===== src/rtl/bsg_expand_bitmask_serializer_pkg.sv =====
// Shared types and helpers for bsg_expand_bitmask_serializer.
// next_nonzero_beat is only referenced when BSG_EXPAND_BITMASK_SERIALIZER_SKIP_ZERO_EN is defined.
package bsg_expand_bitmask_serializer_pkg;

  typedef enum logic {
    IDLE = 1'b0,
    BUSY = 1'b1
  } state_e;

  // Upper bound on the expanded mask width that the beat search can scan.
  localparam int max_mask_bits_lp = 256;

  // Beats needed to carry one expanded request.
  function automatic int calc_els(input int in_width, input int expand, input int beat_width);
    return (in_width * expand) / beat_width;
  endfunction

  // Lowest beat index >= start whose slice has any bit set; -1 when there is none.
  function automatic int next_nonzero_beat(input logic [max_mask_bits_lp-1:0] mask,
                                           input int beat_width,
                                           input int els,
                                           input int start);
    int found;
    found = -1;
    for (int i = els - 1; i >= 0; i--) begin
      if (i >= start) begin
        for (int b = 0; b < beat_width; b++) begin
          if (mask[i*beat_width+b]) found = i;
        end
      end
    end
    return found;
  endfunction

endpackage


===== src/rtl/bsg_expand_bitmask.sv =====
// Library expander: replicates each input bit expand_p times, LSB first.
module bsg_expand_bitmask #(
  parameter int in_width_p = 4,
  parameter int expand_p   = 2
) (
  input  logic [in_width_p-1:0]          i,
  output logic [in_width_p*expand_p-1:0] o
);

  // Pure combinational replication of every bit into its expand_p-wide field.
  always_comb begin
    // NOTE: a default before the loop keeps every bit assigned on every path, so no latch is inferred.
    o = '0;
    for (int j = 0; j < in_width_p; j++) begin
      o[j*expand_p +: expand_p] = {expand_p{i[j]}};
    end
  end

endmodule


===== src/rtl/bsg_expand_bitmask_serializer.sv =====
// Expands a narrow mask and emits it as beat_width_p-wide beats over valid/yumi.
// Optional macro BSG_EXPAND_BITMASK_SERIALIZER_SKIP_ZERO_EN: skip beats whose slice is all zero.
module bsg_expand_bitmask_serializer
  import bsg_expand_bitmask_serializer_pkg::*;
#(
  parameter int in_width_p   = 4,
  parameter int expand_p     = 2,
  parameter int beat_width_p = 2,
  localparam int els_lp            = calc_els(in_width_p, expand_p, beat_width_p),
  localparam int beat_idx_width_lp = (els_lp > 1) ? $clog2(els_lp) : 1
) (
  input  logic                         clk_i,
  input  logic                         reset_i,
  input  logic                         v_i,
  input  logic [in_width_p-1:0]        mask_i,
  output logic                         ready_o,
  output logic                         v_o,
  output logic [beat_width_p-1:0]      mask_o,
  output logic [beat_idx_width_lp-1:0] beat_id_o,
  output logic                         last_o,
  input  logic                         yumi_i
);

  localparam int expanded_width_lp = in_width_p * expand_p;

  if ((expanded_width_lp % beat_width_p) != 0) begin : g_bad_beat_width
    $error("beat_width_p must divide in_width_p*expand_p");
  end

  state_e                         state_r, state_n;
  logic [expanded_width_lp-1:0]   expanded_r, expanded_n;
  logic [beat_idx_width_lp-1:0]   beat_r, beat_n;
  logic [expanded_width_lp-1:0]   expanded_mask;
  logic                           busy, last, accept;
  logic [beat_idx_width_lp-1:0]   first_beat, next_beat;
  logic                           first_exists;

  bsg_expand_bitmask #(
    .in_width_p(in_width_p),
    .expand_p  (expand_p)
  ) expander (
    .i(mask_i),
    .o(expanded_mask)
  );

  assign busy = (state_r == BUSY);

`ifdef BSG_EXPAND_BITMASK_SERIALIZER_SKIP_ZERO_EN
  int first_idx, next_idx;
  // Locate the first live beat of an incoming mask and the next live beat after the current one.
  always_comb begin
    first_idx    = next_nonzero_beat(max_mask_bits_lp'(expanded_mask), beat_width_p, els_lp, 0);
    next_idx     = next_nonzero_beat(max_mask_bits_lp'(expanded_r), beat_width_p, els_lp,
                                     int'(beat_r) + 1);
    first_exists = (first_idx >= 0);
    first_beat   = first_exists ? beat_idx_width_lp'(first_idx) : '0;
    last         = (next_idx < 0);
    next_beat    = last ? beat_r : beat_idx_width_lp'(next_idx);
  end
`else
  assign first_exists = 1'b1;
  assign first_beat   = '0;
  assign last         = (beat_r == beat_idx_width_lp'(els_lp - 1));
  assign next_beat    = beat_r + 1'b1;
`endif

  // The slot frees up either when idle or as the final beat is consumed.
  assign ready_o = ~reset_i & (~busy | (last & yumi_i));
  assign accept  = ready_o & v_i;

  // State register: state, captured expansion and beat counter.
  always_ff @(posedge clk_i) begin
    // NOTE: non-blocking assignments so every register samples the pre-edge values of the others.
    if (reset_i) begin
      state_r    <= IDLE;
      expanded_r <= '0;
      beat_r     <= '0;
    end else begin
      state_r    <= state_n;
      expanded_r <= expanded_n;
      beat_r     <= beat_n;
    end
  end

  // Next state: advance on yumi, retire on the last beat, capture a new mask when accepted.
  always_comb begin
    state_n    = state_r;
    expanded_n = expanded_r;
    beat_n     = beat_r;
    if (busy && yumi_i) begin
      if (last) state_n = IDLE;
      else      beat_n  = next_beat;
    end
    if (accept) begin
      expanded_n = expanded_mask;
      beat_n     = first_beat;
      state_n    = first_exists ? BUSY : IDLE;
    end
  end

  // Outputs: present the current slice while busy, all zero otherwise or in reset.
  always_comb begin
    v_o       = ~reset_i & busy;
    mask_o    = '0;
    beat_id_o = '0;
    last_o    = 1'b0;
    if (v_o) begin
      mask_o    = expanded_r[int'(beat_r)*beat_width_p +: beat_width_p];
      beat_id_o = beat_r;
      last_o    = last;
    end
  end

  // Consumer may only take a beat that is being offered.
  a_yumi_needs_valid: assert property (@(posedge clk_i) disable iff (reset_i) yumi_i |-> v_o);

endmodule

===== config.mk =====
export PLATFORM = sky130hd
export DESIGN_NAME = bsg_expand_bitmask_serializer
export DESIGN_NICKNAME = d
export VERILOG_FILES = /design/src/rtl/bsg_expand_bitmask_serializer_pkg.sv /design/src/rtl/bsg_expand_bitmask.sv /design/src/rtl/bsg_expand_bitmask_serializer.sv
export SDC_FILE = /design/constraint.sdc
export NUM_CORES = 1
export LEC_CHECK = 0
export CORE_AREA = 2 2 39 41
export DETAILED_ROUTE_END_ITERATION = 12
export DIE_AREA = 0 0 41 43
export GPL_TIMING_DRIVEN = 0
export SYNTH_ARGS = -nofsm -noshare
export SYNTH_HDL_FRONTEND = slang
export SYNTH_SLANG_ARGS = --single-unit

===== constraint.sdc =====
create_clock -name clk_i -period 1.75 [get_ports clk_i]
set_input_delay 0.2625 -clock clk_i [delete_from_list [all_inputs] [get_ports clk_i]]
set_output_delay 0.2625 -clock clk_i [all_outputs]
set_load 0.05 [all_outputs]

==> results <==
- The core region area is 0.00138 mm^2.
- The remaining antenna violation count is 0.
- The pre-antenna-repair detailed-routing pass consisted of 2 iterations.
- After the first detailed-routing iteration, the DRC count stood at 2.
- The net load switching power is 98.8 uW.
- The pin count of the biggest net entering global routing is 11.
- dfxtp_1 takes more of the synthesized area than any other cell.
- For this run, the post-layout net count is 60.
- Port buffering added 13 buffers.
- The final routed wirelength across all metal layers is 664 um.
- Data arrives at the worst endpoint at 1.39 ns.
- The clock buffer count from CTS is 3.
- The sort of element at the start of the critical path is a register.
- The I/O pin count is 15.
- Internal power comes to 299 uW.
- During synthesis, Yosys emitted a total of 0 warnings.
- The initial standard-cell utilization of the core is 0.282.
- The top achievable clock speed is 0.606 GHz.
- The netlist area before placement is 390 um^2.
- The synthesized flop and latch total is 7.
- The max-slew violation count is 0.
- The overall routing resource usage is 0.0877.
- The floorplan has 14 rows.
- The CTS clock-pin slew for the worst setup and hold paths is 0.05 ns.
- In this run, distinct cell masters in the synthesized netlist total 16.
- The sum of overflow across all layers after global routing is 0.
- The worst-case IR drop observed on VDD is 0.312 mV.
- The synthesized instance count is 34.
- The final worst-path cycle share is 0.944.
- The first global-routing pass estimated 972 um of wire.
- The post-layout minimum cycle time is 1.65 ns.
- Of the total power, the clock network draws 0.358.
- Ranked by total cell area, the synthesized netlist is headed by dfxtp_1 (36%), mux2_2 (12%), and2b_2 (6.7%).
- The count of clock tree sinks is 7.
- The launch instance of the worst register-to-register path is beat_r[0].
- The worst setup slack before clock tree synthesis is -0.413 ns.
- The tool flagged a number of max-cap violations equal to 0.
- The detail-routed net length per standard cell is 10.1 um.
- The clock network latency to the later pin of the worst-skew pair is 0.25 ns.
- The worst setup path is of the register to output pin kind.
- The floorplan step defined a die boundary enclosing 0.00176 mm^2.
- The maximum number of buffers from clock root to sink is 2.
- For this run, the number of standard cells in the final layout without fillers is 66.
- The tightest min-delay check is of the input pin to register type.
- The overall power consumption is 398 uW.
- The number of nets handed over by synthesis was 43.
- The detailed router placed 280 vias in this run.
- The relative contribution of sequential cells to total power is 0.440.
- The H-tree level count is 1.
- The repair_antennas step left the layout with diodes totalling 0.
- The required time at the worst-slack endpoint is 1.49 ns.
- Of the post-synthesis cell area, the dominant cell type holds 0.359.
- The number of global-route vias before repair was 237.
- The worst-case hold path end point is busy.
- Of the total power, the share spent switching nets is 0.249.
- The slack of the worst reg-to-reg path is 0.19 ns.
- The ratio of routed vias to standard cells is 4.24.
- The final-report setup violation count is 0.
- The number of endpoints with negative hold slack in the final report is 0.
- The area growth from synthesis to layout is 47.1%.
- The worst setup path is captured at an output pin.
- The worst hold path begins at reset_i.
- The initial antenna violation count is 0.
- In the final layout, the share of cells above drive strength 1 is 0.420.
- Averaged over all synthesized cells, the footprint is 11.5 um^2.
- The placer's final routability congestion estimate is 0.628.
- The die is 43 um tall.
- The flow ran to the end, and the final reports show no timing, DRC or antenna violations.
- The overall die width is 41 um.
- TritonCTS built the clock tree.
- After layout, the worst setup slack is 0.0987 ns.
- Of the synthesized area, sequential elements account for 0.359.
- The headroom to the max-slew limit is 0.679.
- After clock tree synthesis, the setup repair step added 0 buffers.
- The tightest hold path in the finished design has a slack of 0.269 ns.
- Setup repair after global routing left no endpoint under its margin.
- For the worst flop-to-flop path, the logic depth is 4.
- Power spread over the standard cell area amounts to 692 mW/mm^2.
- The root cell of the clock tree is clkbuf_4.
- Counting instances, the worst hold path has a depth of 2.
- The number of placed instances, taps included, is 63.
- In this run the critical register-to-register path is captured at expanded_r[3].
- The part of the total power dissipated in combinational logic is 0.201.
- On the final layout, the worst clock skew is 0.00629 ns.
- The largest fanout on the critical path is 4.
- At the pin with the least slew margin, the transition time is 0.483 ns.
- The leakage power is 0.251 nW.
- The final routed DRC violation total is 0.
## registers in the layout (all words and copies together), names as in the netlist
| signal | cells |
|---|---|
| expanded_r | 4 |
| busy | 1 |
| beat_r | 2 |
## logic make-up (layout without fill, tap and decap cells)
logic type	count (synthesis)	after routing	synth area share
buffers and inverters	2	18	0.0545
AO/OA/AOI/OAI	1	1	0.0481
XOR/XNOR	1	1	0.0224
adder cells (fa/ha/maj)	1	1	0.0320
multiplexers	6	6	0.199
flip-flops	7	7	0.359
AND/OR/NAND/NOR	16	16	0.285
## critical path, stage by stage (launching register included)
cell and delay (ns):
dfxtp_4 0.36, mux4_2 0.48, and2_4 0.16, buf_6 0.15
## layer usage
| layer | GRT usage | wire length, um | up-vias |
|---|---|---|---|
| li1 | - | - | 146 |
| met1 | 0.107 | 314 | 126 |
| met2 | 0.113 | 318 | 8 |
| met3 | 0.0157 | 31 | 0 |
| met4 | 0.100 | 0 | 0 |
| met5 | 0 | 0 | - |
## how the worst max path moves through the flow
stage,start,cells past startpoint,endpoint,slack [ns]
finish,beat_r[1],3,mask_o[0],0.1
global route,busy,3,beat_id_o[1],0.02
CTS,beat_r[1],4,mask_o[1],-0.06
detailed placement,beat_r[1],4,mask_o[1],-0.41
global placement,beat_r[1],4,mask_o[1],-0.41
floorplan,beat_r[1],3,mask_o[1],0.12
## final cells by class
type | instances | area, um^2
Buffer | 1 | 13.8
Clock buffer | 4 | 26.3
Fill cell | 147 | 810
Multi-Input combinational cell | 25 | 239
Sequential cell | 7 | 144
Tap cell | 16 | 20.0
Timing Repair Buffer | 13 | 131
## cells in the mapped netlist (all sizes together)
| master | count |
|---|---|
| and2b | 3 |
| and2 | 4 |
| mux2i | 1 |
| nor3 | 2 |
| xor2 | 1 |
| mux2 | 4 |
| nor2 | 3 |
| a21boi | 1 |
| clkbuf | 1 |
| mux4 | 1 |
| nor2b | 2 |
| ha | 1 |
| dfxtp | 7 |
| nand3b | 1 |
| nor3b | 1 |
| buf | 1 |
## metrics by stage
stage | setup TNS (ns) | util | cell area, um^2
floorplan | 0 | - | 399
global placement | -1.06 | 0.397 | 549
detailed placement | -1.08 | 0.397 | 549
CTS | -0.0585 | 0.419 | 579
global route | 0 | 0.415 | 574
finish | 0 | 0.415 | 574
## what timing repair did
item	CTS	global route
pin swaps	0	1
gates cloned	0	0
hold buffers	0	0
endpoints found under the setup margin	7	4
gates resized for setup	25	6
## power by group through the flow
| stage | registers, mW | logic [mW] | clock network [mW] |
|---|---|---|---|
| 2_1_floorplan | 0.177 | 0.0551 | 0 |
| 3_3_place_gp | 0.179 | 0.0813 | 0 |
| 3_5_place_dp | 0.179 | 0.0825 | 0 |
| 4_1_cts | 0.176 | 0.0821 | 0.151 |
| 5_1_grt | 0.176 | 0.0854 | 0.159 |
| 6_report | 0.175 | 0.0800 | 0.142 |
## layout by cell type (no fill, tap or decap), types with 2 or more instances in the layout
cell type | netlist | layout
mux2_2 | 4 | 4
and2_1 | 4 | 3
clkbuf_4 | 0 | 3
nor3_1 | 2 | 2
and2b_2 | 3 | 3
nor2_1 | 3 | 3
dfxtp_1 | 7 | 6
clkdlybuf4s15_1 | 0 | 2
clkdlybuf4s50_1 | 0 | 6
(Power assumes the default switching activity.)
